**config.mk**
```make
export PLATFORM = sky130hd
export DESIGN_NAME = ifetch
export DESIGN_NICKNAME = d
export VERILOG_FILES = /design/src/rtl/ifetch_pkg.sv /design/src/rtl/ifetch.sv
export SDC_FILE = /design/constraint.sdc
export NUM_CORES = 1
export LEC_CHECK = 0
export ABC_CLOCK_PERIOD_IN_PS = 2300
export CAP_MARGIN = 5
export CORE_ASPECT_RATIO = 1.4
export CORE_MARGIN = 4
export CORE_UTILIZATION = 33
export DETAILED_ROUTE_END_ITERATION = 16
export PLACE_DENSITY = 0.72
export SYNTH_ARGS = -nofsm -noshare
export SYNTH_HDL_FRONTEND = slang
export SYNTH_SLANG_ARGS = --single-unit
```
**constraint.sdc**
```tcl
create_clock -name clk -period 2.3 [get_ports clk]
set_input_delay 0.23 -clock clk [delete_from_list [all_inputs] [get_ports clk]]
set_output_delay 0.23 -clock clk [all_outputs]
set_load 0.02 [all_outputs]
```
**src/rtl/ifetch_pkg.sv**
```systemverilog
// Shared widths and FSM state encoding for the instruction fetch unit.
package ifetch_pkg;

  localparam int ADDR_W = 15;
  localparam int WORD_W = 48;
  localparam int INSN_W = 24;

  typedef enum logic [2:0] {
    ST_FETCH = 3'd0,
    ST_WAIT  = 3'd1,
    ST_LEFT  = 3'd2,
    ST_RIGHT = 3'd3,
    ST_DRAIN = 3'd4
  } state_e;

endpackage

```
**src/rtl/ifetch.sv**
```systemverilog
// Instruction fetch: reads one 48-bit word holding two 24-bit instructions and presents
// them left then right to the decoder, with redirect (jump) and in-flight read draining.
module ifetch
  import ifetch_pkg::*;
#(
  parameter logic [ADDR_W-1:0] RESET_PC = 15'o00001
) (
  input  logic              clk,
  input  logic              reset,
  output logic [ADDR_W-1:0] o_iaddr,
  output logic              o_iread,
  input  logic [WORD_W-1:0] i_idata,
  input  logic              i_idone,
  output logic [INSN_W-1:0] o_insn,
  output logic              o_valid,
  input  logic              i_ready,
  output logic [ADDR_W-1:0] o_pc,
  output logic              o_right,
  input  logic              i_jump,
  input  logic [ADDR_W-1:0] i_jaddr
);

  state_e              state_q, state_d;
  logic [ADDR_W-1:0]   pc_q, pc_d;
  logic [ADDR_W-1:0]   iaddr_q, iaddr_d;
  logic [WORD_W-1:0]   word_q, word_d;
  // Set once the abandoned read has completed while draining.
  logic                drained_q, drained_d;

  always_comb begin
    state_d   = state_q;
    pc_d      = pc_q;
    iaddr_d   = iaddr_q;
    word_d    = word_q;
    drained_d = drained_q;
    case (state_q)
      ST_FETCH: begin
        iaddr_d = pc_q;
        if (i_jump) pc_d = i_jaddr;
        // A read is only issued while i_idone is low; a jump in the same cycle orphans it.
        if (!i_idone) begin
          state_d   = i_jump ? ST_DRAIN : ST_WAIT;
          drained_d = 1'b0;
        end
      end
      ST_WAIT: begin
        if (i_jump) begin
          pc_d      = i_jaddr;
          state_d   = ST_DRAIN;
          drained_d = i_idone;
        end else if (i_idone) begin
          word_d  = i_idata;
          state_d = ST_LEFT;
        end
      end
      ST_LEFT: begin
        if (i_jump) begin
          pc_d    = i_jaddr;
          state_d = ST_FETCH;
        end else if (i_ready) begin
          state_d = ST_RIGHT;
        end
      end
      ST_RIGHT: begin
        if (i_jump) begin
          pc_d    = i_jaddr;
          state_d = ST_FETCH;
        end else if (i_ready) begin
          pc_d    = pc_q + ADDR_W'(1);
          state_d = ST_FETCH;
        end
      end
      ST_DRAIN: begin
        if (i_jump) pc_d = i_jaddr;
        if (i_idone) begin
          drained_d = 1'b1;
        end else if (drained_q) begin
          state_d = ST_FETCH;
        end
      end
      default: state_d = ST_FETCH;
    endcase
  end

  always_ff @(posedge clk) begin
    if (reset) begin
      state_q   <= ST_FETCH;
      pc_q      <= RESET_PC;
      iaddr_q   <= RESET_PC;
      word_q    <= '0;
      drained_q <= 1'b0;
    end else begin
      state_q   <= state_d;
      pc_q      <= pc_d;
      iaddr_q   <= iaddr_d;
      word_q    <= word_d;
      drained_q <= drained_d;
    end
  end

  // Outputs are gated by reset so the very first reset cycle is already quiet.
  always_comb begin
    o_iread = !reset && !i_idone &&
              ((state_q == ST_FETCH) || (state_q == ST_WAIT) ||
               ((state_q == ST_DRAIN) && !drained_q));
    o_iaddr = (state_q == ST_FETCH) ? pc_q : iaddr_q;
    o_valid = !reset && ((state_q == ST_LEFT) || (state_q == ST_RIGHT));
    o_right = !reset && (state_q == ST_RIGHT);
    if (reset) begin
      o_insn = '0;
    end else if (state_q == ST_RIGHT) begin
      o_insn = word_q[INSN_W-1:0];
    end else begin
      o_insn = word_q[WORD_W-1:INSN_W];
    end
    o_pc = pc_q;
  end

endmodule

```
Word-level counts from Yosys, hierarchy flattened
Index checks and enable logic that the tools add are counted.
{ "word_totals": {"input_bits": 68, "romBits": 0, "latch_bits": 0, "mem_bits_rw": 0, "output_inout_bits": 57, "regBits": 82, "n_memories": 0} }
{ "classes": {"addsub": 1, "n_mul": 0, "reduce_logical": 19, "n_div": 0, "n_eq_ne": 13, "shifts": 0, "bitwise_logic": 1, "muxes": 22, "n_lt_le_gt_ge": 0} }
{ "op_table": {"columns": ["op", "count"], "rows": [
  ["$mux 15", 4],
  ["$mux 24", 2],
  ["$mux 3", 10],
  ["$pmux 15 s2", 1],
  ["$add 15x1->15 const B", 1],
  ["$pmux 3 s5", 1],
  ["$ne 2x2->1 const B", 5],
  ["$ne 3x3->1 const B", 3],
  ["$eq 3x2->1 const B", 2],
  ["$reduce_and 3->1", 2],
  ["$reduce_and 6->1", 1],
  ["$logic_and 1x1->1", 5],
  ["$reduce_and 4->1", 1],
  ["$reduce_or 4->1", 1],
  ["$eq 3x1->1 const B", 1],
  ["$eq 3x3->1 const B", 1],
  ["$logic_not 1->1", 3],
  ["$logic_not 3->1", 1],
  ["$logic_or 1x1->1", 3],
  ["$mux 1", 3],
  ["$pmux 1 s3", 1],
  ["$reduce_bool 3->1", 1],
  ["$ne 2x1->1 const B", 1],
  ["$reduce_bool 2->1", 1],
  ["$not 1->1", 1]
]} }

Logic depth before layout (Yosys ltp)
{ "logic_depth": {"ltp_word": 4, "mapped_depth": 7, "depth_no_buf": 5} }

Worst setup path after synthesis
No wires, ideal clock.
{ "synth_path": {"path_type": "flip-flop to flip-flop", "from": "register pc_q[0], in the netlist o_pc[0]", "to": "register pc_q[14], in the netlist o_pc[14]", "required_time_ns": 2.226, "setup_slack_ns": 0.464, "path_stages_with_launch": 6, "setup_time_ns": 0.074, "arrival_time_ns": 1.761, "path_buffers": 0, "path_cell_list": "dfxtp_1 -> ha_1 -> and4_1 -> nand3_1 -> or4_1 -> a31oi_1"} }
{ "synth_between": {"elab_chain_cells": 4} }
{ "synth_lines": {"columns": ["item", "line_no", "rtl"], "rows": [
  ["start, declared", "ifetch.sv:24", "logic [ADDR_W-1:0] pc_q, pc_d;"],
  ["start signal, assigned", "ifetch.sv:94", "pc_q <= pc_d;"],
  ["$add 15x1->15", "ifetch.sv:69", "pc_d = pc_q + ADDR_W'(1);"],
  ["$mux 15", "ifetch.sv:68", "end else if (i_ready) begin"],
  ["$mux 15", "ifetch.sv:65", "if (i_jump) begin"],
  ["$pmux 15 s2", "ifetch.sv:36", "case (state_q)"]
]} }
No other way between the ends. The select of a mux whose other input is x is not followed.
A chain may end at the register's enable or synchronous reset.

Final worst setup path
{ "layout_path": {"from": "register state_q[2]", "to": "output port o_insn[0]"} }
{ "layout_between": {"elab_chain_cells": 3} }
{ "layout_lines": {"columns": ["item", "line_no", "rtl"], "rows": [
  ["start, declared", "ifetch.sv:23", "state_e state_q, state_d;"],
  ["start signal, assigned", "ifetch.sv:93", "state_q <= state_d;"],
  ["$eq 3x2->1", "ifetch.sv:111", "end else if (state_q == ST_RIGHT) begin"],
  ["$mux 24", "ifetch.sv:111", null],
  ["$mux 24", "ifetch.sv:109", "if (reset) begin"],
  ["end, declared", "ifetch.sv:14", "output logic [INSN_W-1:0] o_insn,"]
]} }
No other way between the ends.

==> impl_metrics.ini <==
[worst_setup_path]
crit_type = reg -> out
worstSetupEndpointType = output pin
cp_data_arrival_time_ns = 1.92
worstPathCellList = nand3b_4, nand2_1, a21oi_1, clkdlybuf4s50_1
worstPathRequired_ns = 2.07
ff2ff_setup_slack_ns = 0.38
critPathLaunchType = flip-flop
max_stage_delay_ns = 0.65
crit_family = buffers and inverters
crit_buf_inv = 1
cp_max_fo = 12
crit_slowest_cell = clkdlybuf4s50_1

[global_route]
grt_pass1_vias = 4010
grt_pass1_wl_um = 19000
antenna_found_initial = 0
globalRouteTotalUtil_pct = 17.5
grt_overflow_total = 0
grt_max_degree = 49

[detailed_routing]
wl_per_cell_um = 15.2
drc = 0
ant_nets = 0
wl_um = 11700
avgViaCountPerCell = 5.13
drtIter0Drc = 160
dr_total_vias = 3953
drt_pass1_iterations = 4

[placement]
gp_congestion = 0.837
io_buffers = 124
dpl.hpwl_um = 8670

[clock_tree]
root_buffer = clkbuf_16
cts_buffer_depth = 2
cts_buffers = 9
cts_tree = built
clkSinkCount = 82
cts.htree.levels = 3
clock_latency_ns = 0.34
cts_setup_buffers = 0
clk_pin_slew_worst_paths_ns = 0.06

[yosys]
synth.area.top_cells = dfxtp_1 (43%), nand2_1 (15%), a21oi_1 (10%)
synthFlopType = dfxtp_1
syn_nets = 572
synth_common_cells = nand2_1 (151), dfxtp_1 (82), a21oi_1 (80)
yosysWarnings = 0
synth_cell_types = 49
avgSynthCellArea_um2 = 7.68
netlist_area_mm2 = 0.00386
synth_top_area_share_pct = 42.5
synth_top_area_cell = dfxtp_1
synth-seq-cells = 82
synth_edf_count = 0
syn_inst = 503
yosysMostFrequentCell = nand2_1
async_flop_share_pct = 0
ys_seq_area_share_pct = 42.5

[sta]
clock.fmax_mhz = 466
clock_skew_ns = 0.00484
tns_ns = 0
rsz0062_at_grt = false
slew_violations = 0
fin_crit_ns = 2.15
setup-violations-final = 0
slew-limit-headroom_pct = 65.0
fin_crit_sh_pct = 93.4
tightestPinTransition_ns = 0.524
hold_viol_final = 0

[finish]
n_antenna_cell = 0
final_nets = 690
syn_to_final_growth_pct = 45.2
drive_above_1_share_pct = 9.90
fillers = 1097
final_core_util_pct = 49.2

[power]
p_seq_share_pct = 43.7
total_power_mw = 3.46
p_int_mw = 2.60
switching_share_pct = 24.9
power_switching_uw = 859
clockPowerShare_pct = 42.9
ir_drop_mv = 0.353
p_leak_nw = 2.16
p_per_area_mw_per_mm2 = 616
power_frac_comb_pct = 13.4

[hold_path]
hold_class = in -> reg

[die]
die_height_um = 136
die_width_um = 99.4
die_area_mm2 = 0.0135
row_count = 46
initial_core_util_pct = 33.9
top_level_ports = 125
core_mm2 = 0.0114

[run]
maxCapViolCount = 0

[outcome]
outcome = completed
## final cells by class
type	instances	area, µm²	share of cell area (%)
multi-input cells	376	2030	36.2
clock buffers	10	239	4.26
clock inverters	6	73.8	1.32
flip-flops and latches	82	1650	29.3
inverters	6	22.5	0.402
well taps	144	180	3.21
repair buffers	146	1420	25.3
## worst register-to-register path, cell delays in order, from the launching register on
cell and delay, ns:
dfxtp_1 0.44, ha_1 0.29, and4_1 0.30, nand3_1 0.13, or4_1 0.52, a31oi_1 0.17
## through the flow
step	hold slack, ns	cells	setup slack (ns)	area, µm²
6_report	0.288	770	0.152	5610
5_1_grt	0.293	770	0.0203	5610
4_1_cts	0.282	770	0.0588	5600
3_5_place_dp	0.449	754	0.210	5330
3_3_place_gp	0.443	754	0.244	5330
2_1_floorplan	0.366	503	0.464	3860
## worst paths after layout
path,startpoint,to,cells past startpoint
worst min register to register,word_q[36],word_q[36],2
worst max-delay path,state_q[2],o_insn[0],4
worst max register to register,o_pc[1],o_pc[14],5
worst min-delay path,reset,o_pc[2],2
## registers in the layout, indices dropped and copies added (netlist names)
| register | cells |
|---|---|
| word_q | 48 |
| iaddr_q | 15 |
| o_pc | 15 |
| state_q | 3 |
| drained_q | 1 |
## cells by family (layout without fill, tap and decap cells)
family	count (synthesis)	count (layout)	share of synthesized area [%]
AND/OR/NAND/NOR	227	227	27.1
AO/OA/AOI/OAI	126	126	18.7
flip-flops	82	82	42.5
buffers and inverters	45	168	5.15
multiplexers	20	20	5.67
adder cells (fa/ha/maj)	2	2	0.583
XOR/XNOR	1	1	0.227
## power groups by stage
stage	Combinational, mW	Sequential (mW)	Clock [mW]
final	0.462	1.51	1.48
after CTS	0.466	1.51	1.53
after global placement	0.474	1.54	0
after detailed placement	0.480	1.54	0
after floorplan	0.207	1.54	0
after global routing	0.499	1.52	1.61
## per-layer routing
layer / vias to the layer above / track usage (%) / routed length (µm)
li1: 1965 / - / -
met1: 1830 / 18.9 / 4670
met2: 142 / 31.8 / 6020
met3: 16 / 4.26 / 800
met4: 0 / 8.35 / 216
met5: - / 0 / 0
## what timing repair did
action / CTS / global route
endpoints found under the setup margin: 39 / 4
hold buffers: 0 / 0
resized for setup: 37 / 4
pin swaps: 0 / 0
## cell usage in the layout (no fill, tap or decap), types with 4 or more instances in the layout
master           Yosys  routed
a21oi_1             80      80
a21boi_0             4       4
and3_1               5       5
nand2b_1             5       5
mux2i_1              5       5
mux2_2              14      14
buf_4                3      18
or3_1                4       4
inv_1                6       6
dlymetal6s2s_1       0       4
nand2_1            151     151
clkbuf_16            0       9
a31oi_1              6       6
nor2_1               7       7
nand3_1             12      12
clkdlybuf4s50_1      0      85
dlygate4sd2_1        0      34
dfxtp_1             82      79
buf_12               0       4
nor3_1               5       5
a211oi_1             4       4
o21ai_0             12      12
and2_1              16      16
Note: power is estimated with default switching activity, not from simulation.
